--- src/rtl/slave_3_pkg.sv ---
// Shared types and helpers for the slave_3 consumer: default data width, a beat
// typedef and the FIFO pointer-width helper.
package slave_3_pkg;

  localparam int unsigned DataW = 32;

  typedef struct packed {
    logic [DataW-1:0] data;
    logic             valid;
  } beat_t;

  // Pointer width for a power-of-two FIFO depth; never narrower than one bit.
  function automatic int unsigned ptr_w(input int unsigned depth);
    return (depth > 1) ? $clog2(depth) : 1;
  endfunction

endpackage

--- src/rtl/slave_3_if.sv ---
// Upstream (data/valid/ready) and downstream (out_*) valid/ready links of slave_3.
interface slave_3_if import slave_3_pkg::*; #(
   parameter int unsigned DATA_W = DataW
) ();

   logic [DATA_W-1:0] data;
   logic              valid;
   logic              ready;
   logic [DATA_W-1:0] out_data;
   logic              out_valid;
   logic              out_ready;

   modport slave (
      input  data, valid, out_ready,
      output ready, out_data, out_valid
   );

   modport master (
      output data, valid, out_ready,
      input  ready, out_data, out_valid
   );

endinterface

--- src/rtl/slave_3_sync_fifo_fwft.sv ---
// First-word-fall-through FIFO with a registered ready; head data is read
// straight from storage so a write into an empty FIFO shows up one clock later.
module slave_3_sync_fifo_fwft import slave_3_pkg::*; #(
   parameter int unsigned DATA_W = DataW,
   parameter int unsigned DEPTH  = 4
) (
   input  logic              clk_i,
   input  logic              rst_i,
   input  logic [DATA_W-1:0] wdata_i,
   input  logic              wvalid_i,
   output logic              wready_o,
   output logic              push_o,
   output logic [DATA_W-1:0] rdata_o,
   output logic              rvalid_o,
   input  logic              rready_i
);

   localparam int unsigned PtrW = ptr_w(DEPTH);
   localparam int unsigned CntW = PtrW + 1;

   logic [DATA_W-1:0] mem_q [DEPTH];
   logic [PtrW-1:0]   wr_ptr_q, wr_ptr_d;
   logic [PtrW-1:0]   rd_ptr_q, rd_ptr_d;
   logic [CntW-1:0]   count_q, count_d;
   logic              ready_q, ready_d;
   logic              push, pop;

   assign push     = wvalid_i & ready_q;
   assign pop      = rvalid_o & rready_i;
   assign rvalid_o = (count_q != '0);
   assign rdata_o  = mem_q[rd_ptr_q];
   assign wready_o = ready_q;
   assign push_o   = push;

   always_comb begin
      wr_ptr_d = push ? wr_ptr_q + PtrW'(1) : wr_ptr_q;
      rd_ptr_d = pop  ? rd_ptr_q + PtrW'(1) : rd_ptr_q;
      count_d  = count_q + CntW'(push) - CntW'(pop);
      // Registered from the next count, so neither valid nor out_ready reaches ready.
      ready_d  = (count_d < CntW'(DEPTH));
   end

   always_ff @(posedge clk_i or posedge rst_i) begin
      if (rst_i) begin
         wr_ptr_q <= '0;
         rd_ptr_q <= '0;
         count_q  <= '0;
         ready_q  <= 1'b0;
      end else begin
         wr_ptr_q <= wr_ptr_d;
         rd_ptr_q <= rd_ptr_d;
         count_q  <= count_d;
         ready_q  <= ready_d;
      end
   end

   // Storage is deliberately left out of reset.
   always_ff @(posedge clk_i) begin
      if (push) begin
         mem_q[wr_ptr_q] <= wdata_i;
      end
   end

endmodule

--- src/rtl/slave_3.sv ---
// Consumer for the counting master: buffers beats in a FWFT FIFO and checks the
// accepted stream against an incrementing sequence.
module slave_3 import slave_3_pkg::*; #(
   parameter int unsigned DATA_W = DataW,
   parameter int unsigned DEPTH  = 4,
   parameter int unsigned ERR_W  = 16
) (
   input  logic              clk,
   input  logic              rst,
   slave_3_if.slave          link,
   output logic [31:0]       beat_cnt_o,
   output logic [ERR_W-1:0]  err_cnt_o,
   output logic [DATA_W-1:0] last_data_o
);

   logic              push;
   logic [31:0]       beat_cnt_q, beat_cnt_d;
   logic [ERR_W-1:0]  err_cnt_q, err_cnt_d;
   logic [DATA_W-1:0] last_data_q, last_data_d;
   logic [DATA_W-1:0] expected_q, expected_d;
   logic              seq_armed_q, seq_armed_d;

   slave_3_sync_fifo_fwft #(
      .DATA_W (DATA_W),
      .DEPTH  (DEPTH)
   ) u_fifo (
      .clk_i    (clk),
      .rst_i    (rst),
      .wdata_i  (link.data),
      .wvalid_i (link.valid),
      .wready_o (link.ready),
      .push_o   (push),
      .rdata_o  (link.out_data),
      .rvalid_o (link.out_valid),
      .rready_i (link.out_ready)
   );

   always_comb begin
      beat_cnt_d  = beat_cnt_q;
      err_cnt_d   = err_cnt_q;
      last_data_d = last_data_q;
      expected_d  = expected_q;
      seq_armed_d = seq_armed_q;
      if (push) begin
         beat_cnt_d  = beat_cnt_q + 32'd1;
         last_data_d = link.data;
         if (!seq_armed_q) begin
            seq_armed_d = 1'b1;
            expected_d  = link.data + DATA_W'(1);
         end else if (link.data != expected_q) begin
            if (err_cnt_q != '1) begin
               err_cnt_d = err_cnt_q + ERR_W'(1);
            end
            // Resync onto the observed value so one gap costs one error.
            expected_d = link.data + DATA_W'(1);
         end else begin
            expected_d = expected_q + DATA_W'(1);
         end
      end
   end

   always_ff @(posedge clk or posedge rst) begin
      if (rst) begin
         beat_cnt_q  <= '0;
         err_cnt_q   <= '0;
         last_data_q <= '0;
         expected_q  <= '0;
         seq_armed_q <= 1'b0;
      end else begin
         beat_cnt_q  <= beat_cnt_d;
         err_cnt_q   <= err_cnt_d;
         last_data_q <= last_data_d;
         expected_q  <= expected_d;
         seq_armed_q <= seq_armed_d;
      end
   end

   assign beat_cnt_o  = beat_cnt_q;
   assign err_cnt_o   = err_cnt_q;
   assign last_data_o = last_data_q;

endmodule

--- src/flat_wrapper.sv ---
// flat-port wrapper written by rule: the top's interface ports become plain ports
module slave_3_flat import slave_3_pkg::*;
#(
   parameter int unsigned DATA_W = DataW,
   parameter int unsigned DEPTH  = 4,
   parameter int unsigned ERR_W  = 16
)
  (clk, rst, beat_cnt_o, err_cnt_o, last_data_o, link_data, link_valid, link_out_ready, link_ready, link_out_data, link_out_valid);
  slave_3_if #(.DATA_W(DATA_W)) link_i ();
  input  logic clk;
  input  logic rst;
  output logic [31:0] beat_cnt_o;
  output logic [ERR_W-1:0] err_cnt_o;
  output logic [DATA_W-1:0] last_data_o;
  input wire logic [$bits(link_i.data)-1:0] link_data;
  input wire logic [$bits(link_i.valid)-1:0] link_valid;
  input wire logic [$bits(link_i.out_ready)-1:0] link_out_ready;
  output wire logic [$bits(link_i.ready)-1:0] link_ready;
  output wire logic [$bits(link_i.out_data)-1:0] link_out_data;
  output wire logic [$bits(link_i.out_valid)-1:0] link_out_valid;
  assign link_i.data = link_data;
  assign link_i.valid = link_valid;
  assign link_i.out_ready = link_out_ready;
  assign link_ready = link_i.ready;
  assign link_out_data = link_i.out_data;
  assign link_out_valid = link_i.out_valid;
  slave_3 #(.DATA_W(DATA_W), .DEPTH(DEPTH), .ERR_W(ERR_W)) u_core (.clk(clk), .rst(rst), .link(link_i), .beat_cnt_o(beat_cnt_o), .err_cnt_o(err_cnt_o), .last_data_o(last_data_o));
endmodule
--- config.mk ---
export PLATFORM = sky130hd
export DESIGN_NAME = slave_3_flat
export DESIGN_NICKNAME = d
export VERILOG_FILES = /design/src/rtl/slave_3_pkg.sv /design/src/rtl/slave_3_if.sv /design/src/rtl/slave_3_sync_fifo_fwft.sv /design/src/rtl/slave_3.sv /design/src/flat_wrapper.sv
export SDC_FILE = /design/constraint.sdc
export NUM_CORES = 1
export LEC_CHECK = 0
export ABC_AREA = 1
export BUFFER_PORTS_ARGS = -buffer_cell sky130_fd_sc_hd__buf_2
export CORE_ASPECT_RATIO = 1.25
export CORE_MARGIN = 8
export CORE_UTILIZATION = 34
export DETAILED_ROUTE_END_ITERATION = 6
export GPL_TIMING_DRIVEN = 0
export HOLD_SLACK_MARGIN = 0.15
export SYNTH_ARGS = -nofsm -noshare
export SYNTH_HDL_FRONTEND = slang
export SYNTH_SLANG_ARGS = --single-unit
--- constraint.sdc ---
create_clock -name clk -period 3.2 [get_ports clk]
set_input_delay 0.16 -clock clk [delete_from_list [all_inputs] [get_ports clk]]
set_output_delay 0.16 -clock clk [all_outputs]
set_load 0.01 [all_outputs]
==> reports/qor.csv, run 1 <==
stage;metric;value;unit
final_layout;layout cells sized above 1;0.161;
die;die width;185;microns
synth;XOR/XNOR Fraction of Synth Area;0.0698;
timing;Period minus WS final;2640;ps
power_and_ir_drop;register share of total power;0.386;
final_layout;nets;1611;
timing;Worst-Margin Slew;742;ps
worst_setup_path;cells on worst reg2reg path;9;
worst_hold_path;Hold Path Depth;3;
cts;clk slew on worst S/H paths;60;ps
status;outcome;finished, final reports clean;
grt;initial antenna violation count;0;
synth;register area share after synthesis;0.565;
power_and_ir_drop;clock group share of total power;0.275;
synth;Synth Area in Simple Gates;0.231;
grt;pin count of the biggest net entering global routing;32;
power_and_ir_drop;maximum VDD drop;0.000423;V
worst_setup_path;worst setup path class;reg -> reg;
placed_design;GP Congestion;0.907;
cts;setup bufs post-CTS;0;
die;row cnt;77;
synth;EDFF count, synth;128;
timing;final setup margin;564;ps
timing;Slew Limit Fails;0;
worst_setup_path;Worst EP required;3650;ps
final_layout;Ant. Diodes;0;
timing;fin crit share;0.824;
cts;deepest clock path buffer count;3;
grt;Overflow after GRT;0;
synth;Compound-Gate Fraction of Synth Area;0.0661;
synth;leading area contributor after synthesis;edfxtp_1;
die;core box area;35400;sq um
detailed_routing;Wirelength per Cell;17.5;microns
detailed_routing;DR iter-0 viols;539;
timing;fmax;379;MHz
cts;Worst-Skew Late Latency;570;ps
placed_design;count of input and output buffers;149;
power_and_ir_drop;total power per unit cell area;814;nW/um^2
worst_setup_path;crit start category;register;
grt;vias in the first global route;10300;
timing;Clock Skew;26.7;ps
worst_setup_path;critical path arrival;3080;ps
cts;CTS tree;built;
timing;setup_tns;0;ps
synth;Mapped Area;12200;sq um
placed_design;dpl cells;1974;
synth;synthesized instance count;1343;
detailed_routing;TritonRoute pass-1 iters;5;
worst_setup_path;crit-path max FO;18;
synth;register bit total from synthesis;249;
flow_run;max capacitance violation total;0;
die;Initial Util;0.344;
detailed_routing;Residual DRC;0;
die;Ports;150;
grt;global-route wire length before repair;56.5;mm
power_and_ir_drop;power share of the combinational group;0.339;
synth;Syn Area/Cell;9.06;sq um
synth;Ys Warns;0;
placed_design;HPWL Detailed;26.6;mm
synth;adder-cell share of the synthesized area;0.0119;
timing;# setup viols final;0;
detailed_routing;Via density;4.83;
grt;GRT Resource Usage Total;0.171;
synth;share of the synthesized area in the top cell type;0.316;
synth;top_reg_cell synth;edfxtp_1;
die;Die Area;42100;sq um
final_layout;synthesis-to-finish area growth;23.6;%
synth;Distinct cells, synth;39;
detailed_routing;routed vias;9947;
cts;clock sinks;249;
die;die height;228;microns
synth;async set-reset flop share out of synthesis;0.486;
timing;Fin. Hold Viols;0;
cts;Root Driver;clkbuf_16;
synth;ranking of synthesized cells by area;edfxtp_1, dfrtp_1, nand2_1;
synth;count leader, synth;nand2_1;
power_and_ir_drop;Design Power;12.2;mW
detailed_routing;Total Wirelength;36.1;mm
final_layout;Post-Layout Cell Count;2060;
timing;unrepaired setup endpoints after global routing;false;
worst_setup_path;Worst setup EP type;register;
detailed_routing;Final ANT Viol Nets;0;
power_and_ir_drop;switch share;0.381;
power_and_ir_drop;switching pwr;4.67;mW
placed_design;worst slack at placement;-94.9;ps
synth;post-synthesis net count;1390;
power_and_ir_drop;internal power;7.58;mW
synth;largest family of logic cells by synthesized area;simple AND/OR/NAND/NOR gates;
worst_hold_path;Tightest Hold Check Type;in -> reg;
synth;post-synthesis mux area share;0;
power_and_ir_drop;Lkg Pwr;6.62;nW
cts;CTS Buf Count;28;
timing;Slew HR;0.505;
synth;most frequent cells after synthesis;nand2_1, nor2_1, edfxtp_1, dfrtp_1, inv_1;
cts;H-Tree Depth;1;
cell families after synthesis:
group | Yosys count
xor+xnor | 97
compound gates | 151
flops | 249
simple gates | 660
fa+ha+maj | 11
buf+inv | 175
power groups by stage:
stage	Combinational [mW]	Sequential, mW	Clock (mW)
final	4.15	4.73	3.36
after global routing	4.68	4.81	3.55
after global placement	4.04	4.76	0
after detailed placement	4.21	4.76	0
after CTS	4.26	4.72	3.43
after floorplan	2.36	4.76	0
area by class of cell:
cell class                      instances  area [sq um]
Fill cell                            3515         20300
Sequential cell                       249          6870
Multi-Input combinational cell        919          4650
Timing Repair Buffer                  192          1280
Clock buffer                           34           733
Tap cell                              474           593
Inverter                              128           484
Clock inverter                         18           230
Buffer                                 46           199
state kept, by name (all words and copies together), names as in the netlist:
signal / flops
u_core.u_fifo.mem_q: 128
u_core.beat_cnt_o: 32
u_core.expected_q: 32
u_core.last_data_o: 32
u_core.err_cnt_o: 16
u_core.u_fifo.count_q: 3
u_core.u_fifo.rd_ptr_q: 2
u_core.u_fifo.wr_ptr_q: 2
u_core.seq_armed_q: 1
u_core.u_fifo.wready_o: 1
placed cells by master, fill, tap and decap left out, types with 3 or more instances in the layout:
master,count
nor2_1,147
inv_2,4
ha_1,10
clkinv_4,3
clkbuf_16,28
clkbuf_2,3
nand2_1,370
xor2_1,68
nor2_2,6
dfrtp_1,121
nor2_4,11
nand2_2,4
nor3_1,20
bufinv_16,4
nand3_1,54
o22ai_1,32
buf_2,158
edfxtp_1,128
inv_1,119
clkinvlp_4,4
dlygate4sd3_1,35
o21ai_0,114
buf_12,5
clkinv_2,5
nand4_1,31
xnor2_1,29
clkbuf_1,36
clkinv_1,4
and2_1,3
buf_16,3
layer usage:
layer | part of all wire | track usage | vias to the layer above
li1 | - | - | 4820
met3 | 0.055 | 0.0238 | 78
met4 | 0.039 | 0.0711 | 0
met5 | 0 | 0 | -
met1 | 0.40 | 0.205 | 4735
met2 | 0.50 | 0.304 | 314
worst paths after layout:
kind	startpoint	endpoint	slack (ps)
worst max-delay path	u_core.u_fifo.wready_o	u_core.u_fifo.wready_o	560
worst min-delay path	link_valid	u_core.u_fifo.wr_ptr_q[0]	330
worst max register to register	u_core.u_fifo.wready_o	u_core.u_fifo.wready_o	560
worst min register to register	u_core.beat_cnt_o[31]	u_core.beat_cnt_o[31]	470
max in group asynchronous	rst	u_core.beat_cnt_o[27]	1740
min in group asynchronous	rst	u_core.err_cnt_o[7]	730
through the flow:
stage,hold WS (ps),instance area [sq um],util
floorplan,259,12200,-
global placement,396,13500,0.382
detailed placement,192,13700,0.388
CTS,195,15000,0.425
global route,391,15000,0.425
finish,328,15000,0.425
worst max-delay path, cell delays in order (launching register included):
cell and delay [ps]:
dfrtp_1 390, nand2_2 440, clkbuf_2 470, ha_1 310, inv_1 70, ha_1 150
inv_1 50, fa_1 370, xor2_1 200, inv_1 60
repair_timing:
action / CTS / global route
endpoints found under the hold margin: 216 / 0
hold buffers: 35 / 0
gates cloned: 0 / 0
resized for setup: 1 / 0
setup endpoints to repair: 3 / 1
No activity file was read; power rests on OpenSTA's default activity.
==> inputs of run 2 (changes only) <==
==> constraint.sdc (replaced) <==
create_clock -name clk -period 2.7 [get_ports clk]
set_input_delay 0.135 -clock clk [delete_from_list [all_inputs] [get_ports clk]]
set_output_delay 0.135 -clock clk [all_outputs]
set_load 0.01 [all_outputs]
==> run 2 against run 1 <==
Clock power grew 18%. Critical path type is now reg -> out. Power up 19%. Count of clock-buffer cells in the layout unchanged. Utilization barely moved. Via count increased by 0.66%.
==> reports/qor.csv, run 2 (same netlist as run 1, synthesis figures left out) <==
stage;metric;value;unit
status;outcome;finished, final reports clean;
die;die height;228;microns
worst_setup_path;Cell Chain, Critical Path;clkbuf_1, clkbuf_1, nor2_1, o22ai_1, buf_2;
grt;pin count of the biggest net entering global routing;32;
final_layout;most common cell after layout, fill and taps aside;nand2_1;
cts;H-Tree Depth;1;
die;Initial Util;0.344;
grt;Overflow after GRT;0;
worst_hold_path;Hold Path Sink;u_core.u_fifo.mem_q[1][11];
final_layout;nets;1612;
timing;fin crit share;0.919;
placed_design;GP Congestion;0.907;
detailed_routing;TritonRoute pass-1 iters;5;
worst_setup_path;crit path buf inv count;3;
timing;fmax;403;MHz
timing;Period minus WS final;2480;ps
worst_setup_path;cell mode on critical path;clkbuf_1;
final_layout;synthesis-to-finish area growth;23.7;%
worst_hold_path;Tightest Hold Check Type;in -> reg;
worst_setup_path;Worst setup EP type;output pin;
power_and_ir_drop;clock group share of total power;0.274;
power_and_ir_drop;power share of the combinational group;0.340;
die;core box area;35400;sq um
power_and_ir_drop;internal power;8.99;mW
worst_hold_path;Hold Path Depth;2;
die;row cnt;77;
timing;final setup margin;219;ps
cts;Worst-Skew Late Latency;570;ps
final_layout;layout cells sized above 1;0.162;
cts;CTS tree;built;
worst_setup_path;worst setup path class;reg -> out;
placed_design;HPWL Detailed;26.6;mm
final_layout;final core utilization;0.426;
timing;# setup viols final;0;
cts;Root Driver;clkbuf_16;
timing;Fin. Hold Viols;0;
power_and_ir_drop;switch share;0.381;
timing;unrepaired setup endpoints after global routing;false;
flow_run;max capacitance violation total;0;
final_layout;Largest Register;u_core.u_fifo.mem_q;
power_and_ir_drop;switching pwr;5.53;mW
worst_setup_path;cells on worst reg2reg path;9;
timing;Worst-Margin Slew;719;ps
power_and_ir_drop;Lkg Pwr;6.63;nW
worst_setup_path;Worst EP required;2570;ps
final_layout;max reg flops;128;
grt;global-route wire length before repair;56.4;mm
cts;clk slew on worst S/H paths;60;ps
worst_setup_path;Crit path max-delay family;buffers and inverters;
detailed_routing;DR iter-0 viols;593;
detailed_routing;Total Wirelength;36.0;mm
detailed_routing;routed vias;10000;
detailed_routing;Residual DRC;0;
final_layout;commonest cells after routing, fill and taps aside;nand2_1, buf_2, nor2_1;
grt;GRT Resource Usage Total;0.170;
die;Die Area;42100;sq um
timing;Clock Skew;24.0;ps
worst_setup_path;Slowest-stage cell, CP;clkbuf_1;
final_layout;Ant. Diodes;0;
die;Ports;150;
worst_setup_path;reg2reg start;u_core.u_fifo.wready_o;
timing;Slew Limit Fails;0;
detailed_routing;Final ANT Viol Nets;0;
die;die width;185;microns
worst_setup_path;R2R Path End;u_core.u_fifo.wready_o;
worst_setup_path;critical path arrival;2350;ps
worst_setup_path;crit start category;register;
worst_setup_path;max incr delay on CP;480;ps
worst_hold_path;Worst Min Path Start;link_data[11];
placed_design;worst slack at placement;-595;ps
power_and_ir_drop;total power per unit cell area;965;nW/um^2
placed_design;count of input and output buffers;149;
grt;initial antenna violation count;0;
cts;CTS Buf Count;28;
cts;clock sinks;249;
worst_setup_path;Reg2Reg Setup Slack;260;ps
cts;deepest clock path buffer count;3;
worst_setup_path;crit-path max FO;10;
detailed_routing;Wirelength per Cell;17.5;microns
detailed_routing;Via density;4.86;
power_and_ir_drop;register share of total power;0.386;
grt;vias in the first global route;10300;
cts;setup bufs post-CTS;0;
timing;Slew HR;0.517;
power_and_ir_drop;maximum VDD drop;0.000501;V
run 2: cell count changes in the layout (fill, tap and decap cells not counted), sizes merged:
cell,before,now
dlygate4sd3,35,36
run 2: final cells by class:
class,instances,area (sq um)
fillers,3512,20300
plain buffers,46,201
inverters,128,484
clock buffers,34,733
well taps,474,593
multi-input cells,919,4650
repair buffers,193,1290
clock inverters,18,230
flip-flops and latches,249,6870
run 2: repair_timing:
item / 4_1_cts / 5_1_grt
setup endpoints to repair: 62 / 3
pin swaps: 0 / 0
resized for setup: 1 / 5
hold buffers: 35 / 1
endpoints found under the hold margin: 259 / 2
run 2: through the flow:
stage | total power [mW] | cells | hold WS, ps | cell area [sq um] | TNS (ps)
floorplan | 8.45 | 1343 | 234 | 12200 | -7630
global placement | 10.4 | 1966 | 371 | 13500 | -209820
detailed placement | 10.6 | 1974 | 167 | 13700 | -3890
CTS | 14.7 | 2060 | 275 | 15000 | 0
global route | 15.5 | 2061 | 380 | 15100 | 0
finish | 14.5 | 2061 | 360 | 15100 | 0
run 2: metal layers:
layer  GRT usage  routed length [microns]
met1       0.204                    14600
met2       0.303                    18000
met3      0.0251                     2010
met4      0.0711                     1410
met5           0                        0
run 2: power groups by stage:
stage	clock network, mW	logic [mW]	registers [mW]
4_1_cts	4.06	5.05	5.59
3_3_place_gp	0	4.78	5.64
3_5_place_dp	0	4.99	5.65
2_1_floorplan	0	2.80	5.65
6_report	3.98	4.93	5.61
5_1_grt	4.21	5.55	5.71
run 2: worst max-delay path by stage:
| stage | from | end | slack, ps | cells past startpoint |
|---|---|---|---|---|
| after floorplan | u_core.u_fifo.wready_o | u_core.u_fifo.mem_q[0][0] | -60 | 4 |
| after global placement | u_core.u_fifo.wready_o | u_core.u_fifo.mem_q[3][5] | -1750 | 4 |
| after detailed placement | u_core.u_fifo.wready_o | u_core.u_fifo.wready_o | -590 | 10 |
| after CTS | u_core.u_fifo.wready_o | u_core.u_fifo.wready_o | 50 | 9 |
| after global routing | u_core.u_fifo.rd_ptr_q[0] | link_out_data[2] | 50 | 5 |
| final | u_core.u_fifo.rd_ptr_q[0] | link_out_data[2] | 220 | 5 |
==> inputs of run 3 (changes only) <==
--- a/config.mk
+++ b/config.mk
@@ -7,12 +7,16 @@
 export LEC_CHECK = 0
 export ABC_AREA = 1
 export BUFFER_PORTS_ARGS = -buffer_cell sky130_fd_sc_hd__buf_2
+export CELL_PAD_IN_SITES_DETAIL_PLACEMENT = 2
+export CELL_PAD_IN_SITES_GLOBAL_PLACEMENT = 2
 export CORE_ASPECT_RATIO = 1.25
 export CORE_MARGIN = 8
 export CORE_UTILIZATION = 34
 export DETAILED_ROUTE_END_ITERATION = 6
 export GPL_TIMING_DRIVEN = 0
 export HOLD_SLACK_MARGIN = 0.15
+export PLACE_DENSITY_LB_ADDON = 0.1
+export REMOVE_ABC_BUFFERS = 1
 export SYNTH_ARGS = -nofsm -noshare
 export SYNTH_HDL_FRONTEND = slang
 export SYNTH_SLANG_ARGS = --single-unit
==> run 3 against run 2 <==
Sequential power rose by 3%. Global-route usage rose by 2.7 points. Utilization fell by 0.51 points. Power rose by 1.1%. Critical endpoint is now link_out_data[11].
==> reports/qor.csv, run 3 (same netlist as run 1, synthesis figures left out) <==
stage;metric;value;unit
status;outcome;finished, final reports clean;
flow_run;max capacitance violation total;0;
grt;vias in the first global route;11400;
cts;CTS Buf Count;28;
final_layout;Ant. Diodes;0;
grt;GRT Resource Usage Total;0.198;
detailed_routing;routed vias;9986;
placed_design;worst slack at placement;-414;ps
cts;deepest clock path buffer count;3;
placed_design;placed cell area;13500;sq um
timing;fmax;397;MHz
worst_setup_path;Cell Chain, Critical Path;clkinv_4, o21ai_0, o22ai_1, buf_2;
detailed_routing;TritonRoute pass-1 iters;4;
detailed_routing;Final ANT Viol Nets;0;
cts;CTS tree;built;
cts;Root Driver;clkbuf_16;
cts;clock sinks;249;
placed_design;GP Congestion;0.811;
detailed_routing;Wirelength per Cell;20.5;microns
power_and_ir_drop;switch share;0.387;
die;row cnt;77;
final_layout;commonest cells after routing, fill and taps aside;nand2_1, buf_2, nor2_1;
timing;Slew Limit Fails;0;
timing;# setup viols final;0;
worst_setup_path;crit path buf inv count;2;
timing;Slew HR;0.480;
timing;fin crit share;0.933;
grt;initial antenna violation count;0;
grt;global-route wire length before repair;64.7;mm
worst_setup_path;worst setup path class;reg -> out;
power_and_ir_drop;clock group share of total power;0.279;
worst_setup_path;critical path arrival;2380;ps
worst_setup_path;Slowest-stage cell, CP;dfrtp_2;
final_layout;synthesis-to-finish area growth;22.2;%
worst_setup_path;Worst EP required;2570;ps
grt;pin count of the biggest net entering global routing;71;
power_and_ir_drop;switching pwr;5.68;mW
detailed_routing;DR iter-0 viols;337;
cts;clk slew on worst S/H paths;60;ps
worst_setup_path;crit-path max FO;64;
power_and_ir_drop;Design Power;14.7;mW
die;die height;228;microns
power_and_ir_drop;power share of the combinational group;0.328;
die;Initial Util;0.344;
final_layout;Layout Cell Area excl Fill;14900;sq um
die;Ports;150;
die;Die Area;42100;sq um
worst_setup_path;max incr delay on CP;620;ps
power_and_ir_drop;total power per unit cell area;987;nW/um^2
timing;Period minus WS final;2520;ps
final_layout;max reg flops;128;
final_layout;most common cell after layout, fill and taps aside;nand2_1;
placed_design;dpl cells;1926;
power_and_ir_drop;register share of total power;0.393;
worst_hold_path;Tightest Hold Check Type;in -> async;
final_layout;nets;1568;
power_and_ir_drop;Lkg Pwr;6.55;nW
timing;Fin Hold WS;198;ps
timing;setup_tns;0;ps
placed_design;HPWL Detailed;28.2;mm
timing;unrepaired setup endpoints after global routing;false;
worst_setup_path;Worst setup EP type;output pin;
worst_setup_path;crit start category;register;
detailed_routing;Via density;4.95;
die;die width;185;microns
timing;final setup margin;181;ps
timing;Fin. Hold Viols;0;
power_and_ir_drop;internal power;9.01;mW
grt;Overflow after GRT;0;
timing;Worst-Margin Slew;780;ps
timing;Clock Skew;23.9;ps
die;core box area;35400;sq um
final_layout;Largest Register;u_core.u_fifo.mem_q;
power_and_ir_drop;maximum VDD drop;0.000523;V
detailed_routing;Residual DRC;0;
cts;Worst-Skew Late Latency;570;ps
detailed_routing;Total Wirelength;41.3;mm
final_layout;final core utilization;0.421;
final_layout;layout cells sized above 1;0.161;
cts;H-Tree Depth;1;
final_layout;Post-Layout Cell Count;2017;
worst_setup_path;Crit path max-delay family;buffers and inverters;
placed_design;count of input and output buffers;149;
==> run 3: worst reg2reg max path: stages, from the launching register on <==
cell and delay [ps]:
dfrtp_1 390, nand2_4 370, buf_16 350, nor2_4 200, nand3_2 140, nor2_4 140, nand2_2 100, nor2_4 160
nand3_4 120, nor2_4 140, nand2_1 70, nand2_1 60, nand2_1 40
==> run 3: routing by layer <==
metal,vias to the layer above,GRT usage,share of wire
li1,4731,-,-
met1,5038,0.227,0.41
met2,172,0.376,0.53
met3,45,0.0284,0.040
met4,0,0.0556,0.022
met5,-,0,0
==> run 3: area by class of cell <==
class	instances	area (sq um)
Clock inverter	15	184
Fill cell	3969	20500
Clock buffer	37	797
Tap cell	474	593
Timing Repair inverter	1	7.51
Multi-Input combinational cell	919	4650
Timing Repair Buffer	194	1270
Sequential cell	249	6870
Inverter	128	495
==> run 3: path summary, 6_finish.rpt <==
path	from	end	slack (ps)	cells past startpoint
min reg2reg	u_core.beat_cnt_o[31]	u_core.beat_cnt_o[31]	480	1
min	rst	u_core.err_cnt_o[13]	200	3
max reg2reg	u_core.u_fifo.wready_o	u_core.beat_cnt_o[30]	320	12
max	u_core.u_fifo.rd_ptr_q[0]	link_out_data[11]	180	4
min in group clk	link_valid	u_core.expected_q[12]	300	4
max in group asynchronous	rst	u_core.last_data_o[29]	1750	4
==> run 3: power by group through the flow <==
stage	registers, mW	clock network, mW	logic [mW]
CTS	5.79	4.21	4.95
global placement	5.90	0	4.33
finish	5.77	4.10	4.81
detailed placement	5.82	0	4.79
global route	5.90	4.33	5.44
floorplan	5.77	0	2.54
==> run 3: what timing repair did <==
action / 4_1_cts / 5_1_grt
buffers inserted: 4 / 0
setup endpoints to repair: 62 / 0
resized for setup: 5 / 0
hold buffers: 34 / 0
hold endpoints to repair: 306 / 0
